File: config.mk
export PLATFORM = sky130hd
export DESIGN_NAME = sha3_pad_stream
export DESIGN_NICKNAME = d
export VERILOG_FILES = /design/src/rtl/sha3_pad_stream.sv
export SDC_FILE = /design/constraint.sdc
export NUM_CORES = 1
export LEC_CHECK = 0
export BUFFER_PORTS_ARGS = -buffer_cell sky130_fd_sc_hd__buf_2
export CORE_UTILIZATION = 26
export CTS_BUF_LIST = sky130_fd_sc_hd__clkbuf_8
export DETAILED_ROUTE_END_ITERATION = 7
export PLACE_DENSITY_LB_ADDON = 0.3
export SYNTH_ARGS = -nofsm -noshare
export SYNTH_HDL_FRONTEND = slang
export SYNTH_SLANG_ARGS = --single-unit
File: constraint.sdc
create_clock -name ACLK -period 3.6 [get_ports ACLK]
set_clock_uncertainty 0.05 [all_clocks]
set_input_delay 0.72 -clock ACLK [delete_from_list [all_inputs] [get_ports ACLK]]
set_output_delay 0.72 -clock ACLK [all_outputs]
set_load 0.005 [all_outputs]
File: src/rtl/sha3_pad_stream.sv
// ---------------------------------------------------------------------------
// sha3_pad_stream
//
// Streaming Keccak/SHA-3 padder. Message words pass straight through. The
// last beat is padded with pad10*1 using a configurable domain-separation
// byte. Zero words are then appended until the current rate block is
// complete, so the absorb stage always receives whole blocks of RATE_WORDS
// words.
//
// Parameters
//   BYTES      : bytes per word (data width is 8*BYTES)
//   RATE_WORDS : words per rate block (17 = SHA3-256, 9 = SHA3-512, 21 = SHAKE128)
//   DOMAIN     : first pad byte (06 = SHA3, 1F = SHAKE, 01 = Keccak)
//
// Ports
//   ACLK, ARESETN : clock (rising edge), asynchronous active-low reset
//   S_TDATA       : message word; byte 0 sits in the most significant byte
//   S_TVALID      : input beat valid
//   S_TREADY      : padder accepts an input beat
//   S_TLAST       : last beat of the message
//   S_TUSER       : valid byte count on the last beat (0..BYTES)
//   M_TDATA       : padded output word
//   M_TVALID      : output word valid
//   M_TREADY      : downstream accepts the word
//   M_TLAST       : last word of the final block of the message
//   M_TUSER       : last word of a rate block
// ---------------------------------------------------------------------------
module sha3_pad_stream #(
    parameter int         BYTES      = 8,
    parameter int         RATE_WORDS = 17,
    parameter logic [7:0] DOMAIN     = 8'h06
) (
    input  logic                         ACLK,
    input  logic                         ARESETN,
    input  logic [8*BYTES-1:0]           S_TDATA,
    input  logic                         S_TVALID,
    output logic                         S_TREADY,
    input  logic                         S_TLAST,
    input  logic [$clog2(BYTES+1)-1:0]   S_TUSER,
    output logic [8*BYTES-1:0]           M_TDATA,
    output logic                         M_TVALID,
    input  logic                         M_TREADY,
    output logic                         M_TLAST,
    output logic                         M_TUSER
);

    localparam int DW = 8 * BYTES;
    localparam int UW = $clog2(BYTES + 1);
    localparam int CW = (RATE_WORDS > 1) ? $clog2(RATE_WORDS) : 1;

    localparam logic [CW-1:0] LAST_IDX    = CW'(RATE_WORDS - 1);
    // 8'h80 in the final byte of a word (bits [7:0])
    localparam logic [DW-1:0] END_WORD    = DW'(8'h80);
    // DOMAIN in byte 0 of a word, everything else zero
    localparam logic [DW-1:0] DOMAIN_WORD = DW'(DOMAIN) << (DW - 8);

    typedef enum logic [1:0] {
        ST_DATA = 2'd0,
        ST_PADW = 2'd1,
        ST_FILL = 2'd2
    } state_t;

    state_t          state;
    state_t          state_n;
    logic [CW-1:0]   wcnt;
    logic [CW-1:0]   wcnt_n;
    logic [DW-1:0]   data_n;
    logic            valid_n;
    logic            last_n;
    logic            user_n;
    logic            load_en;
    logic            at_end;
    logic [CW-1:0]   wcnt_inc;

    // Keep bytes 0..n-1 of the last beat, place DOMAIN at byte n and clear
    // the rest. Called only with n < BYTES.
    function automatic logic [DW-1:0] pad_last(input logic [DW-1:0] data,
                                               input logic [UW-1:0] n);
        logic [DW-1:0] w;
        w = '0;
        for (int k = 0; k < BYTES; k++) begin
            if (k < int'(n)) begin
                w[DW-1-8*k -: 8] = data[DW-1-8*k -: 8];
            end else if (k == int'(n)) begin
                w[DW-1-8*k -: 8] = DOMAIN;
            end
        end
        return w;
    endfunction

    // The output register can take a new word when it is empty or when its
    // current word is being handed off this cycle.
    assign load_en  = !M_TVALID || M_TREADY;

    // wcnt is the block position of the next word loaded into the output
    // register, so the word being loaded closes a block when wcnt hits the
    // last index.
    assign at_end   = (wcnt == LAST_IDX);
    assign wcnt_inc = at_end ? '0 : wcnt + CW'(1);

    // Input is only taken while streaming message data. Gating with ARESETN
    // keeps the handshake closed for the whole time reset is held.
    assign S_TREADY = ARESETN && (state == ST_DATA) && load_en;

    // Next-state and next-output-word logic. Every word that gets loaded
    // advances wcnt and carries M_TUSER when it closes a block; the state
    // decides which word (data, padded last beat, domain word or fill word)
    // is loaded.
    always_comb begin
        state_n = state;
        wcnt_n  = wcnt;
        data_n  = M_TDATA;
        valid_n = M_TVALID;
        last_n  = M_TLAST;
        user_n  = M_TUSER;

        if (load_en) begin
            valid_n = 1'b0;
        end

        unique case (state)
            ST_DATA: begin
                if (S_TVALID && S_TREADY) begin
                    valid_n = 1'b1;
                    user_n  = at_end;
                    wcnt_n  = wcnt_inc;
                    last_n  = 1'b0;
                    data_n  = S_TDATA;
                    if (S_TLAST) begin
                        if (int'(S_TUSER) < BYTES) begin
                            // Room for DOMAIN in this word; if it also closes
                            // the block the final 1 bit lands here too.
                            data_n = pad_last(S_TDATA, S_TUSER)
                                     | (at_end ? END_WORD : '0);
                            last_n = at_end;
                            if (!at_end) begin
                                state_n = ST_FILL;
                            end
                        end else begin
                            // Full last word: padding needs a word of its own.
                            state_n = ST_PADW;
                        end
                    end
                end
            end

            ST_PADW: begin
                if (load_en) begin
                    valid_n = 1'b1;
                    user_n  = at_end;
                    wcnt_n  = wcnt_inc;
                    data_n  = DOMAIN_WORD | (at_end ? END_WORD : '0);
                    last_n  = at_end;
                    state_n = at_end ? ST_DATA : ST_FILL;
                end
            end

            ST_FILL: begin
                if (load_en) begin
                    valid_n = 1'b1;
                    user_n  = at_end;
                    wcnt_n  = wcnt_inc;
                    data_n  = at_end ? END_WORD : '0;
                    last_n  = at_end;
                    if (at_end) begin
                        state_n = ST_DATA;
                    end
                end
            end

            default: begin
                state_n = ST_DATA;
            end
        endcase
    end

    // State, block position and the single output register. Reset drops
    // any partially padded message.
    always_ff @(posedge ACLK or negedge ARESETN) begin
        if (!ARESETN) begin
            state    <= ST_DATA;
            wcnt     <= '0;
            M_TDATA  <= '0;
            M_TVALID <= 1'b0;
            M_TLAST  <= 1'b0;
            M_TUSER  <= 1'b0;
        end else begin
            state    <= state_n;
            wcnt     <= wcnt_n;
            M_TDATA  <= data_n;
            M_TVALID <= valid_n;
            M_TLAST  <= last_n;
            M_TUSER  <= user_n;
        end
    end

endmodule

Word-level counts from Yosys, hierarchy flattened
Index checks and enable logic that the tools add are counted.
{"block": "classes", "add_sub_neg": 1, "order_cmp": 9, "n_eq_ne": 17, "muxes": 79, "bitwise_logic": 1, "n_reduce_logical": 13}
{"cell": "2-to-1 mux 8 bit", "n": 41}
{"cell": "2-to-1 mux 64 bit", "n": 5}
{"cell": "case mux 64 bit (3 select lines)", "n": 1}
{"cell": "bitwise OR 64 bit", "n": 1}
{"cell": "2-to-1 mux 3 bit", "n": 8}
{"cell": "== test 4 bit, first input constant", "n": 4}
{"cell": "less-than comparator 3 x 4 -> 1 bit, first input constant", "n": 4}
{"cell": "2-to-1 mux 2 bit", "n": 8}
{"cell": "2-to-1 mux 5 bit", "n": 3}
{"cell": "case mux 5 bit (2 select lines)", "n": 1}
{"cell": "== test 3 x 4 -> 1 bit, first input constant", "n": 2}
{"cell": "less-than comparator 1 x 4 -> 1 bit, first input constant", "n": 2}
{"cell": "less-than comparator 2 x 4 -> 1 bit, first input constant", "n": 2}
{"cell": "2-to-1 mux 1 bit", "n": 8}
{"cell": "!= test 2 bit, second input constant", "n": 4}
{"cell": "case mux 1 bit (2 select lines)", "n": 3}
{"cell": "case mux 2 bit (3 select lines)", "n": 1}
{"cell": "AND reduction 6 bit", "n": 1}
{"cell": "adder 5 x 1 -> 5 bit, second input constant", "n": 1}
{"cell": "== test 5 bit, second input constant", "n": 1}
{"cell": "== test 2 x 4 -> 1 bit, first input constant", "n": 1}
{"cell": "logical NOT 4 bit", "n": 1}
{"cell": "less-than comparator 4 bit, second input constant", "n": 1}
{"cell": "!= test 2 x 1 -> 1 bit, second input constant", "n": 2}
{"cell": "12 further kinds", "n": 14}
{"block": "totals", "regBits": 74, "inputBits": 73, "word_cells": 126}

Logic depth before layout (Yosys ltp)
Gate-level depths: netlist (run 1).
{"block": "depth", "word_depth": 12, "depth_mapped": 8, "depth_no_buf": 6}

Worst setup path after synthesis (run 1)
OpenSTA, ideal clock, no wires.
{"block": "synth_timing", "kind": "input-to-reg", "start": "in S_TUSER[3]", "end": "reg M_TDATA[43]", "arrival_time_ps": 1743, "t_required_ps": 3428, "setup_slack_ps": 1685, "stages": 6, "cell_sequence": "nor4b_4 > nor2_2 > and3_1 > buf_6 > buf_6 > a32o_1"}
{"block": "synth_between", "elab_chain_cells": 11, "word_cells_on_any_way": 12}
{"element": "start: declaration", "line_no": "39", "source": "input logic [$clog2(BYTES+1)-1:0] S_TUSER,"}
{"element": "less-than comparator 2 x 4 -> 1 bit", "line_no": "82", "source": "if (k < int'(n)) begin"}
{"element": "2-to-1 mux 8 bit", "line_no": "82"}
{"element": "2-to-1 mux 8 bit", "line_no": "130", "source": "if (int'(S_TUSER) < BYTES) begin"}
{"element": "2-to-1 mux 8 bit", "line_no": "129", "source": "if (S_TLAST) begin"}
{"element": "2-to-1 mux 8 bit", "line_no": "123", "source": "if (S_TVALID && S_TREADY) begin"}
{"element": "2-to-1 mux 8 bit", "line_no": "121", "source": "unique case (state)"}
{"element": "bitwise OR 64 bit", "line_no": "134", "source": "| (at_end ? END_WORD : '0);"}
{"element": "2-to-1 mux 64 bit *", "line_no": "130"}
{"element": "2-to-1 mux 64 bit *", "line_no": "129"}
{"element": "2-to-1 mux 64 bit *", "line_no": "123"}
{"element": "case mux 64 bit (3 select lines) *", "line_no": "121"}
{"element": "end signal: assignment", "line_no": "190", "source": "M_TDATA <= data_n;"}
{"element": "end: declaration", "line_no": "40", "source": "output logic [8*BYTES-1:0] M_TDATA,"}
Mark *: on every way between the ends. The rest lies on a longest branch, timed or not. The select of a mux whose other input is x is not followed.
A chain may end at the register's enable or synchronous reset.

Worst setup path in the final report (run 1)
{"block": "layout_timing", "start": "reg wcnt[0]", "end": "reg state[1]"}
{"block": "layout_between", "elab_chain_cells": 4, "word_cells_on_any_way": 7}
{"element": "start: declaration", "line_no": "65", "source": "logic [CW-1:0] wcnt;"}
{"element": "start signal: assignment", "line_no": "189", "source": "wcnt <= wcnt_n;"}
{"element": "== test 5 bit *", "line_no": "98", "source": "assign at_end = (wcnt == LAST_IDX);"}
{"element": "2-to-1 mux 2 bit", "line_no": "154", "source": "state_n = at_end ? ST_DATA : ST_FILL;"}
{"element": "2-to-1 mux 2 bit", "line_no": "148", "source": "if (load_en) begin"}
{"element": "case mux 2 bit (3 select lines)", "line_no": "121"}
{"element": "end signal: assignment", "line_no": "188", "source": "state <= state_n;"}
{"element": "end: declaration", "line_no": "63", "source": "state_t state;"}
Marks and branches as above.

==> run_results.csv, run 1 <==
group,metric,value,unit
floorplanning,coreArea,12200,µm²
layout,fillCellCount,1276,
cts,clk_latency,0.36,ns
cts,ctsRootBufferMaster,"sky130_fd_sc_hd__clkbuf_8",
floorplanning,die_area,13100,µm²
logic_synthesis,adder_cell_area_share_of_the_yosys_netlist,2.28,%
layout,layoutNonFillerInstCount,609,
sta,hold_violations,0,
power_and_ir_drop,p_clk_share,16.4,%
cts,cts_repair_resize_count,0,
logic_synthesis,synth-seq-area-share,56.4,%
setup_path,end_kind,"flop",
cts,clock_h_tree_levels,3,
sta,grt_setup_unrepaired,"no",
logic_synthesis,ys.warnings.count,0,
global_routing,via_count_of_the_first_global_routing_pass,2961,
sta,setup-violations-final,0,
layout,syn2layout_area_growth,32.4,%
layout,num-nets-final,515,
drt,initialDrtViolationCount,163,
setup_path,worst-endpoint-required,3.79,ns
cts,cts.repair_timing.setup_buffer_count,0,
run_status,run_status,"complete, no violations",
drt,viasPerCell,4.79,
power_and_ir_drop,combinationalPowerShare,47.3,%
sta,clock.fmax,0.426,GHz
power_and_ir_drop,p_switching,1.48,mW
sta,final_report_max_slew_violation_count,0,
floorplanning,rows,40,
cts,cts-hold-fix-buffers,0,
floorplanning,boundaryPins,141,
sta,final.period_utilization,65.2,%
drt,detail_route.wirelength,9460,µm
layout,ff_latch_area,1850,µm²
power_and_ir_drop,p_int,2.19,mW
drt,postRouteAntennaNets,0,
global_routing,grt_pass1_wl,15100,µm
logic_synthesis,netlist-cell-type-count,43,
global_routing,grt.overflow.total,0,
power_and_ir_drop,switching_share,40.3,%
power_and_ir_drop,worst_ir_drop_vdd,0.000308,V
setup_path,cp_max_fo,5,
sta,time_the_final_worst_path_needs_with_i_o_delays_and_setup,2.35,ns
global_routing,number_of_antenna_violations_at_the_first_check_in_global_routing,0,
cts,cts_made_buffers,9,
setup_path,arrival,2.53,ns
placed_design,gp_congestion,0.771,
cts,max-clock-path-buffers,2,
placed_design,dp_hpwl,6790,µm
logic_synthesis,synth_area_per_inst,11.0,µm²
logic_synthesis,post_synthesis_cell_area,3290,µm²
power_and_ir_drop,leakagePower,2.21,nW
floorplanning,die_h,114,µm
layout,area_taken_by_multi_input_logic_gates,1310,µm²
logic_synthesis,yosys.area_share.simple,10.1,%
power_and_ir_drop,seq_power_share,36.3,%
logic_synthesis,synthesized_area_fraction_occupied_by_xor_and_xnor_cells,0.267,%
logic_synthesis,synthMuxAreaShare,2.97,%
drt,routed_wire_length_per_instance,15.5,µm
global_routing,grt_use_total,15.4,%
job,max_cap_violations,0,
cts,numClockSinks,74,
placed_design,placement.io_buffers,140,
layout,n_antenna_cell,0,
logic_synthesis,syn-num-nets,377,
min_path,worst_hold_path_type,"in2async",
logic_synthesis,ys_ff_latch,74,
floorplanning,dieWidth,114,µm
drt,dr.pass1.iters,4,
setup_path,timing.critical_path.from_type,"flop",
layout,share_of_final_layout_standard_cells_stronger_than_drive_strength_1,39.9,%
logic_synthesis,syn-instance-count,298,
global_routing,grt_start_max_net_pins,73,
logic_synthesis,synth-compound-area-share,24.0,%
logic_synthesis,synth_top_family_by_area,"compound AO/OA/AOI/OAI gates",
drt,drt_drc_violations_left,0,
cts,cts_tree,"done",
placed_design,place_inst,593,
sta,timing_worst_slew_pin_value,0.938,ns
sta,max-slew-margin-rel,37.5,%
floorplanning,initial_core_util,27.0,%
power_and_ir_drop,cellPowerDensity,843,nW/µm²
sta,fin_tns_setup,0,ns
cts,path_clk_slew,0.07,ns
setup_path,crit_type,"reg2reg",
drt,detailroute.via_count,2915,
power_and_ir_drop,totalPowerFinal,3.67,mW
## stage by stage
step / hold slack [ns] / cell area [µm²] / utilization, % / setup slack [ns]
2_1_floorplan: 0.374 / 3290 / - / 1.69
3_3_place_gp: 0.420 / 4170 / 34.3 / 1.16
3_5_place_dp: 0.430 / 4170 / 34.3 / 1.13
4_1_cts: 0.0869 / 4350 / 35.8 / 1.26
5_1_grt: 0.0853 / 4350 / 35.8 / 1.01
6_report: 0.111 / 4350 / 35.8 / 1.25
## flip-flops by register name, indices dropped and copies added (netlist names)
name,cells
M_TDATA,64
M_TLAST,1
M_TUSER,1
M_TVALID,1
state,2
wcnt,5
## cells in the mapped netlist
| cell | count | share of area [%] |
|---|---|---|
| sky130_fd_sc_hd__dfrtp_1 | 74 | 56 |
| sky130_fd_sc_hd__o21ai_0 | 53 | 8.1 |
| sky130_fd_sc_hd__a22o_1 | 28 | 7.5 |
| sky130_fd_sc_hd__nand2_1 | 26 | 3.0 |
| sky130_fd_sc_hd__o21ai_1 | 13 | 2.0 |
| sky130_fd_sc_hd__buf_2 | 9 | 1.4 |
| sky130_fd_sc_hd__nor2_1 | 9 | 1.0 |
| sky130_fd_sc_hd__clkbuf_1 | 8 | 0.91 |
| sky130_fd_sc_hd__inv_1 | 8 | 0.91 |
| sky130_fd_sc_hd__a32o_1 | 6 | 1.8 |
| sky130_fd_sc_hd__ha_1 | 6 | 2.3 |
| sky130_fd_sc_hd__mux2_2 | 5 | 1.7 |
| sky130_fd_sc_hd__a21o_1 | 4 | 0.91 |
| sky130_fd_sc_hd__a21oi_1 | 3 | 0.46 |
| sky130_fd_sc_hd__a31oi_1 | 3 | 0.57 |
| sky130_fd_sc_hd__and3_1 | 3 | 0.57 |
| sky130_fd_sc_hd__mux2i_1 | 3 | 0.91 |
| sky130_fd_sc_hd__nand2b_1 | 3 | 0.57 |
| sky130_fd_sc_hd__nand3_1 | 3 | 0.46 |
| sky130_fd_sc_hd__buf_6 | 2 | 0.69 |
| sky130_fd_sc_hd__nor2_2 | 2 | 0.38 |
| sky130_fd_sc_hd__nor2b_1 | 2 | 0.38 |
| sky130_fd_sc_hd__nor3_1 | 2 | 0.30 |
| sky130_fd_sc_hd__nor4b_4 | 2 | 1.4 |
| sky130_fd_sc_hd__o2bb2ai_1 | 2 | 0.53 |
| sky130_fd_sc_hd__o31ai_1 | 2 | 0.46 |
| sky130_fd_sc_hd__a211o_1 | 1 | 0.27 |
| sky130_fd_sc_hd__a211oi_2 | 1 | 0.38 |
| sky130_fd_sc_hd__a31o_2 | 1 | 0.27 |
| sky130_fd_sc_hd__and2_1 | 1 | 0.19 |
| sky130_fd_sc_hd__and2b_1 | 1 | 0.23 |
| sky130_fd_sc_hd__inv_2 | 1 | 0.11 |
| sky130_fd_sc_hd__mux2_1 | 1 | 0.34 |
| sky130_fd_sc_hd__nand3b_1 | 1 | 0.23 |
| sky130_fd_sc_hd__nand4_1 | 1 | 0.19 |
| sky130_fd_sc_hd__nor3_2 | 1 | 0.30 |
| sky130_fd_sc_hd__nor3b_2 | 1 | 0.38 |
| sky130_fd_sc_hd__nor4bb_1 | 1 | 0.30 |
| sky130_fd_sc_hd__o2111ai_1 | 1 | 0.27 |
| sky130_fd_sc_hd__o221a_1 | 1 | 0.34 |
| sky130_fd_sc_hd__o22ai_1 | 1 | 0.19 |
| sky130_fd_sc_hd__or2_1 | 1 | 0.19 |
| sky130_fd_sc_hd__xnor2_1 | 1 | 0.27 |
## cell families (layout without fill, tap and decap cells)
group / after synthesis / after routing
buffers and inverters: 28 / 171
and+or+nand+nor: 60 / 60
DFF: 74 / 74
muxes: 9 / 9
adders and majority gates: 6 / 6
AOI/OAI and AO/OA: 120 / 120
xor gates and xnor gates: 1 / 1
## power by group through the flow
stage,combinational (mW),clock [mW],sequential [mW]
floorplan,1.10,0,1.35
global placement,1.72,0,1.34
detailed placement,1.78,0,1.34
CTS,1.77,0.631,1.33
global route,1.97,0.660,1.37
finish,1.74,0.601,1.33
## final cells by class
| type | instances | share of cell area [%] |
|---|---|---|
| Clock inverter | 4 | 0.403 |
| Multi-Input combinational cell | 196 | 30.1 |
| Sequential cell | 74 | 42.6 |
| Inverter | 9 | 0.777 |
| Timing Repair Buffer | 146 | 17.5 |
| Tap cell | 168 | 4.83 |
| Clock buffer | 12 | 3.80 |
## worst max-delay path, stage by stage (launching register included)
cell	delay, ns
sky130_fd_sc_hd__dfrtp_1	0.41
sky130_fd_sc_hd__inv_1	0.08
sky130_fd_sc_hd__ha_1	0.16
sky130_fd_sc_hd__nor4bb_1	0.56
sky130_fd_sc_hd__buf_4	0.25
sky130_fd_sc_hd__mux2i_1	0.18
sky130_fd_sc_hd__o2111ai_1	0.17
sky130_fd_sc_hd__mux2_1	0.36
## cells in the final DEF, fill, tap and decap left out, types with 2 or more instances in the layout
cell type / count
sky130_fd_sc_hd__o21ai_1: 13
sky130_fd_sc_hd__clkinv_2: 2
sky130_fd_sc_hd__o21ai_0: 53
sky130_fd_sc_hd__a21o_1: 4
sky130_fd_sc_hd__mux2_2: 5
sky130_fd_sc_hd__a21oi_1: 3
sky130_fd_sc_hd__inv_1: 10
sky130_fd_sc_hd__ha_1: 6
sky130_fd_sc_hd__buf_4: 6
sky130_fd_sc_hd__mux2i_1: 3
sky130_fd_sc_hd__clkbuf_8: 12
sky130_fd_sc_hd__nor2b_1: 2
sky130_fd_sc_hd__a31oi_1: 2
sky130_fd_sc_hd__dfrtp_1: 74
sky130_fd_sc_hd__a22o_1: 28
sky130_fd_sc_hd__nand2b_1: 3
sky130_fd_sc_hd__nand3_1: 3
sky130_fd_sc_hd__nor4b_4: 2
sky130_fd_sc_hd__nor2_2: 2
sky130_fd_sc_hd__nor3_1: 2
sky130_fd_sc_hd__o2bb2ai_1: 2
sky130_fd_sc_hd__a32o_1: 6
sky130_fd_sc_hd__nand2_1: 25
sky130_fd_sc_hd__o31ai_1: 2
sky130_fd_sc_hd__and3_1: 3
sky130_fd_sc_hd__buf_2: 139
sky130_fd_sc_hd__nor2_1: 9
## final timing paths
check,slack (ns),cells after the start,to,from
setup / recovery,1.25,7,state[1],wcnt[0]
hold / removal,0.11,1,state[0],ARESETN
setup reg to reg,1.25,7,state[1],wcnt[0]
hold reg to reg,0.44,1,M_TDATA[46],M_TDATA[46]
max in group asynchronous,2.27,2,M_TDATA[56],ARESETN
min in group ACLK,0.44,1,M_TDATA[46],M_TDATA[46]
## metal layers
metal  vias to the layer above  part of all wire, %  GRT usage, %
li1                       1358                    -             -
met1                      1441                   47          20.3
met2                       107                   46          24.6
met3                         9                  6.1          4.29
met4                         0                  1.1          4.68
met5                         -                    0             0
No activity file was read; power rests on OpenSTA's default activity.
==> run 2, diff against run 1 <==
Clock period 3.6 ns to 1.9 ns, I/O delays scaled along.
==> run 2 against run 1 <==
  * Clock-buffer cell count is 2 lower
  * Critical endpoint is now M_TDATA[57]
  * Sequential share of layout area is 4.1 points lower
  * Clock power is 76% higher
  * Critical path depth stayed put
  * Critical path type unchanged
  * First-iteration DRC count is 12% higher
==> run_results.csv, run 2 (same netlist as run 1, synthesis figures left out) <==
group,metric,value,unit
run_status,run_status,"complete, no violations",
floorplanning,die_area,13100,µm²
floorplanning,rows,40,
cts,cts_made_buffers,9,
placed_design,place_inst,625,
sta,time_the_final_worst_path_needs_with_i_o_delays_and_setup,1.87,ns
sta,hold_violations,0,
sta,max-slew-margin-rel,70.4,%
setup_path,crit-reg2reg-capture,"M_TDATA[57]",
floorplanning,dieWidth,114,µm
sta,grt_setup_unrepaired,"yes",
layout,final_core_util,39.5,%
floorplanning,initial_core_util,27.0,%
layout,number_of_flip_flops_in_the_largest_register,64,
sta,final.period_utilization,98.3,%
drt,detailroute.via_count,2999,
layout,layout_commonest_cell,"sky130_fd_sc_hd__buf_2",
layout,num-nets-final,552,
layout,register_with_the_highest_flop_count,"M_TDATA",
job,max_cap_violations,0,
cts,ctsRootBufferMaster,"sky130_fd_sc_hd__clkbuf_8",
global_routing,grt_use_total,15.7,%
global_routing,grt_start_max_net_pins,29,
cts,clk_latency,0.35,ns
layout,layoutNonFillerInstCount,646,
drt,detail_route.wirelength,9790,µm
setup_path,arrival,2.10,ns
drt,initialDrtViolationCount,182,
placed_design,placement.io_buffers,140,
sta,timing_worst_slew_pin_value,0.443,ns
drt,viasPerCell,4.64,
cts,cts_tree,"done",
power_and_ir_drop,worst_ir_drop_vdd,0.000515,V
setup_path,ff2ff_path_depth,7,
drt,routed_wire_length_per_instance,15.2,µm
setup_path,reg2reg_slack,0.03,ns
power_and_ir_drop,totalPowerFinal,8.00,mW
drt,dr.pass1.iters,4,
power_and_ir_drop,cellPowerDensity,1660,nW/µm²
global_routing,number_of_antenna_violations_at_the_first_check_in_global_routing,0,
layout,mostFrequentLayoutCells,"sky130_fd_sc_hd__buf_2, sky130_fd_sc_hd__dfrtp_1, sky130_fd_sc_hd__o21ai_0",
layout,syn2layout_area_growth,46.4,%
global_routing,grt_pass1_wl,15600,µm
layout,share_of_final_layout_standard_cells_stronger_than_drive_strength_1,48.7,%
setup_path,reg2reg_from,"state[0]",
cts,max-clock-path-buffers,2,
layout,reg_top3,"M_TDATA x64, wcnt x5, state x2",
cts,numClockSinks,74,
floorplanning,coreArea,12200,µm²
setup_path,worst-endpoint-required,2.14,ns
floorplanning,die_h,114,µm
sta,clock.fmax,0.536,GHz
setup_path,end_kind,"flop",
drt,drt_drc_violations_left,0,
cts,clock_h_tree_levels,3,
drt,postRouteAntennaNets,0,
sta,final_report_max_slew_violation_count,0,
placed_design,dp_hpwl,7190,µm
setup_path,crit_type,"reg2reg",
layout,fillCellCount,1245,
global_routing,grt.overflow.total,0,
global_routing,via_count_of_the_first_global_routing_pass,3013,
layout,n_antenna_cell,0,
power_and_ir_drop,leakagePower,2.43,nW
placed_design,gp_congestion,0.835,
sta,finalHoldWorstSlack,0.0372,ns
setup_path,timing.critical_path.from_type,"flop",
sta,setup-violations-final,0,
sta,fin_tns_setup,0,ns
cts,path_clk_slew,0.08,ns
floorplanning,boundaryPins,141,
min_path,worst_hold_path_type,"in2async",
setup_path,cp_max_fo,21,
run 2: cell count changes in the layout (fill, tap and decap cells not counted), moves of 2 or more:
| cell | change |
|---|---|
| sky130_fd_sc_hd__mux2_4 | +2 |
| sky130_fd_sc_hd__and3_1 | -3 |
| sky130_fd_sc_hd__inv_1 | -2 |
| sky130_fd_sc_hd__clkbuf_8 | -2 |
| sky130_fd_sc_hd__and3_2 | +2 |
| sky130_fd_sc_hd__buf_6 | +6 |
| sky130_fd_sc_hd__inv_2 | +4 |
| sky130_fd_sc_hd__buf_4 | +29 |
| sky130_fd_sc_hd__ha_4 | +2 |
| sky130_fd_sc_hd__ha_2 | +2 |
| sky130_fd_sc_hd__ha_1 | -4 |
run 2: per-layer routing:
layer	track usage, %	routed length (µm)	vias up
met5	0	0	-
met4	5.97	202	0
met3	4.45	567	16
met2	25.5	4650	96
met1	20.0	4370	1452
li1	-	-	1435
run 2: metrics by stage:
stage / cell area [µm²] / worst slack, ns
6_report: 4810 / 0.0328
5_1_grt: 4810 / -0.0465
4_1_cts: 4700 / 0.00221
3_5_place_dp: 4420 / -0.139
3_3_place_gp: 4420 / -0.119
2_1_floorplan: 3290 / 0.0157
run 2: worst max-delay path by stage:
| stage | start | end | cells past startpoint |
|---|---|---|---|
| floorplan | state[0] | wcnt[4] | 8 |
| global placement | state[0] | M_TDATA[8] | 7 |
| detailed placement | state[0] | M_TDATA[14] | 7 |
| CTS | state[0] | M_TDATA[7] | 7 |
| global route | state[0] | M_TDATA[7] | 8 |
| finish | state[0] | M_TDATA[57] | 7 |
run 2: where the power goes:
group	internal, mW	total [mW]	switching, mW
clock network	0.489	1.06	0.566
registers	2.19	2.52	0.334
logic	2.23	4.42	2.20
total	4.90	8.00	3.10
run 2: timing repair:
action,CTS,global route
endpoints found under the setup margin,61,63
pin swaps,3,2
buffers inserted,2,2
cloned,1,0
gates resized for setup,18,22
hold endpoints to repair,15,0
hold buffers,1,0
run 2: cell type report:
| cell class | instances | area [µm²] | share of cell area, % |
|---|---|---|---|
| Clock inverter | 6 | 27.5 | 0.572 |
| Clock buffer | 10 | 138 | 2.86 |
| Sequential cell | 74 | 1850 | 38.5 |
| Timing Repair Buffer | 183 | 1100 | 22.8 |
| Inverter | 9 | 33.8 | 0.702 |
| Tap cell | 168 | 210 | 4.37 |
| Multi-Input combinational cell | 196 | 1450 | 30.2 |
run 2: critical path, cell delays in order (launching register included):
cell and delay, ns:
sky130_fd_sc_hd__dfrtp_1 0.40, sky130_fd_sc_hd__inv_2 0.06, sky130_fd_sc_hd__ha_2 0.19, sky130_fd_sc_hd__or2_4 0.25, sky130_fd_sc_hd__a21o_2 0.25, sky130_fd_sc_hd__buf_6 0.18, sky130_fd_sc_hd__a211o_1 0.28, sky130_fd_sc_hd__o2bb2ai_2 0.14
==> run 3, diff against run 2 <==
--- a/config.mk
+++ b/config.mk
@@ -7,4 +7,5 @@
 export LEC_CHECK = 0
 export BUFFER_PORTS_ARGS = -buffer_cell sky130_fd_sc_hd__buf_2
+export CORE_MARGIN = 4
 export CORE_UTILIZATION = 26
 export CTS_BUF_LIST = sky130_fd_sc_hd__clkbuf_8
==> constraint.sdc (replaced) <==
create_clock -name ACLK -period 1.9 [get_ports ACLK]
set_clock_uncertainty 0.05 [all_clocks]
set_input_delay 0.285 -clock ACLK [delete_from_list [all_inputs] [get_ports ACLK]]
set_output_delay 0.285 -clock ACLK [all_outputs]
set_load 0.005 [all_outputs]
==> run 3 against run 2 <==
  * Global-route usage decreased by 1.9 points
  * Clock power rose by 18%
  * Critical endpoint is now M_TDATA[40]
  * Die area up 11%
  * Largest cell class unchanged
  * Non-clock buffer count rose by 7
==> run_results.csv, run 3 (same netlist as run 1, synthesis figures left out) <==
group,metric,value,unit
setup_path,cp_max_fo,14,
setup_path,crit_type,"reg2reg",
sta,setup-violations-final,0,
min_path,worstHoldEndpoint,"M_TDATA[11]",
setup_path,cp_cell_sequence,"inv_2, buf_4, ha_4, buf_4, nor2_2, and3_1, buf_12, a32o_1",
sta,timing_worst_slew_pin_value,0.624,ns
sta,clock.fmax,0.540,GHz
drt,routed_wire_length_per_instance,15.5,µm
layout,fillCellCount,1245,
setup_path,cpMaxStageDelayCell,"sky130_fd_sc_hd__dfrtp_1",
layout,postLayoutCellArea,4870,µm²
layout,register_with_the_highest_flop_count,"M_TDATA",
min_path,worst_hold_path_type,"in2reg",
sta,final_report_max_slew_violation_count,0,
setup_path,end_kind,"flop",
layout,final_core_util,39.9,%
floorplanning,die_h,120,µm
floorplanning,die_area,14500,µm²
setup_path,timing.critical_path.from_type,"flop",
cts,path_clk_slew,0.08,ns
setup_path,critical_path.most_common_cell,"sky130_fd_sc_hd__buf_4",
power_and_ir_drop,p_switching,3.08,mW
cts,ctsRootBufferMaster,"sky130_fd_sc_hd__clkbuf_8",
setup_path,reg2reg_from,"state[0]",
min_path,hold_depth,2,
drt,detail_route.wirelength,10100,µm
floorplanning,dieWidth,120,µm
placed_design,placement.io_buffers,140,
layout,n_antenna_cell,0,
layout,number_of_flip_flops_in_the_largest_register,64,
cts,clk_latency,0.36,ns
global_routing,grt_start_max_net_pins,49,
layout,layout_commonest_cell,"sky130_fd_sc_hd__buf_2",
layout,mostFrequentLayoutCells,"sky130_fd_sc_hd__buf_2, sky130_fd_sc_hd__dfrtp_1, sky130_fd_sc_hd__o21ai_0",
power_and_ir_drop,leakagePower,2.47,nW
setup_path,ff2ff_path_depth,8,
layout,syn2layout_area_growth,48.2,%
global_routing,grt_use_total,13.8,%
power_and_ir_drop,worst_ir_drop_vdd,0.000698,V
placed_design,postPlaceCellArea,4410,µm²
layout,reg_top3,"M_TDATA x64, wcnt x5, state x2",
drt,postRouteAntennaNets,0,
drt,dr.pass1.iters,4,
power_and_ir_drop,combinationalPowerShare,54.5,%
cts,clock_h_tree_levels,3,
setup_path,crit_path_max_incr_delay,0.40,ns
power_and_ir_drop,seq_power_share,30.3,%
power_and_ir_drop,switching_share,37.2,%
sta,time_the_final_worst_path_needs_with_i_o_delays_and_setup,1.85,ns
setup_path,crit-reg2reg-capture,"M_TDATA[40]",
placed_design,dp_hpwl,7470,µm
floorplanning,rows,40,
min_path,hp-start,"S_TDATA[11]",
setup_path,reg2reg_slack,0.05,ns
cts,cts_tree,"done",
global_routing,grt_pass1_wl,15500,µm
layout,share_of_final_layout_standard_cells_stronger_than_drive_strength_1,48.9,%
global_routing,number_of_antenna_violations_at_the_first_check_in_global_routing,0,
cts,max-clock-path-buffers,2,
power_and_ir_drop,cellPowerDensity,1700,nW/µm²
drt,initialDrtViolationCount,145,
power_and_ir_drop,p_clk_share,15.1,%
sta,hold_violations,0,
cts,cts_made_buffers,9,
cts,numClockSinks,74,
floorplanning,coreArea,12200,µm²
sta,final.period_utilization,97.4,%
floorplanning,boundaryPins,141,
setup_path,cp-startpoint,"state[0]",
job,max_cap_violations,0,
sta,grt_setup_unrepaired,"yes",
drt,drt_drc_violations_left,0,
drt,viasPerCell,4.61,
drt,detailroute.via_count,3009,
floorplanning,initial_core_util,26.9,%
global_routing,grt.overflow.total,0,
setup_path,arrival,2.05,ns
layout,num-nets-final,559,
placed_design,gp_congestion,0.840,
setup_path,worst-endpoint-required,2.10,ns
global_routing,via_count_of_the_first_global_routing_pass,2998,
power_and_ir_drop,p_int,5.19,mW
sta,max-slew-margin-rel,58.4,%
run_status,run_status,"complete, no violations",
run 3: cell types whose count changed in the layout (fill, tap and decap cells not counted), moves of 2 or more:
cell / previous run / this run
sky130_fd_sc_hd__buf_4: 35 / 40
sky130_fd_sc_hd__clkinv_2: 1 / 3
sky130_fd_sc_hd__o21ai_0: 53 / 47
sky130_fd_sc_hd__o21ai_1: 12 / 19
sky130_fd_sc_hd__buf_6: 6 / 4
sky130_fd_sc_hd__buf_12: 2 / 4
sky130_fd_sc_hd__inv_1: 8 / 4
run 3: through the flow:
step / power (mW) / setup WS [ns] / hold slack, ns / std cells / setup TNS, ns
after global placement: 6.35 / -0.0857 / 0.299 / 625 / -0.893
after CTS: 8.09 / 0.00716 / 0.0611 / 649 / 0
after detailed placement: 6.44 / -0.137 / 0.306 / 625 / -2.18
after global routing: 8.91 / -0.0153 / 0.0716 / 653 / -0.0284
final: 8.27 / 0.0485 / 0.0856 / 653 / 0
after floorplan: 4.65 / 0.0157 / -0.0606 / 298 / 0
run 3: per-layer routing:
layer / GRT usage [%] / share of wire (%) / up-vias
met5: 0 / 0 / -
met4: 5.52 / 1.8 / 0
met3: 4.26 / 6.9 / 15
met2: 21.8 / 47 / 105
met1: 17.6 / 44 / 1434
li1: - / - / 1455
run 3: worst max-delay path by stage:
| stage | to | slack, ns | depth (start not counted) |
|---|---|---|---|
| after floorplan | wcnt[4] | 0.02 | 8 |
| after global placement | M_TDATA[14] | -0.09 | 7 |
| after detailed placement | M_TDATA[11] | -0.14 | 7 |
| after CTS | M_TDATA[59] | 0.007 | 8 |
| after global routing | M_TDATA[62] | -0.02 | 8 |
| final | M_TDATA[40] | 0.05 | 8 |
run 3: power by group through the flow:
stage          clock [mW]  sequential, mW  combinational, mW
2_1_floorplan           0            2.55               2.09
3_3_place_gp            0            2.50               3.85
3_5_place_dp            0            2.51               3.93
4_1_cts              1.31            2.49               4.29
5_1_grt              1.36            2.58               4.97
6_report             1.25            2.51               4.51
run 3: repair_timing:
action | 4_1_cts | 5_1_grt
hold endpoints to repair | 26 | 0
buffers inserted | 5 | 4
gates cloned | 1 | 0
hold buffers | 2 | 0
pin swaps | 2 | 8
resized for setup | 9 | 26
setup endpoints to repair | 46 | 62
run 3: cell type report:
type / count / area, µm² / share of cell area, %
well taps: 168 / 210 / 4.32
clock inverters: 5 / 52.6 / 1.08
flip-flops and latches: 74 / 1850 / 38.0
clock buffers: 11 / 151 / 3.11
repair buffers: 190 / 1180 / 24.2
inverters: 9 / 33.8 / 0.694
multi-input cells: 196 / 1390 / 28.6
run 3: worst max-delay path: cells and delay by family, from the launching register on:
family / cells / cell delay (ns)
adders and majority gates: 1 / 0.30
and+or+nand+nor: 2 / 0.26
buffers and inverters: 4 / 0.46
AOI/OAI and AO/OA: 1 / 0.25
DFF: 1 / 0.40
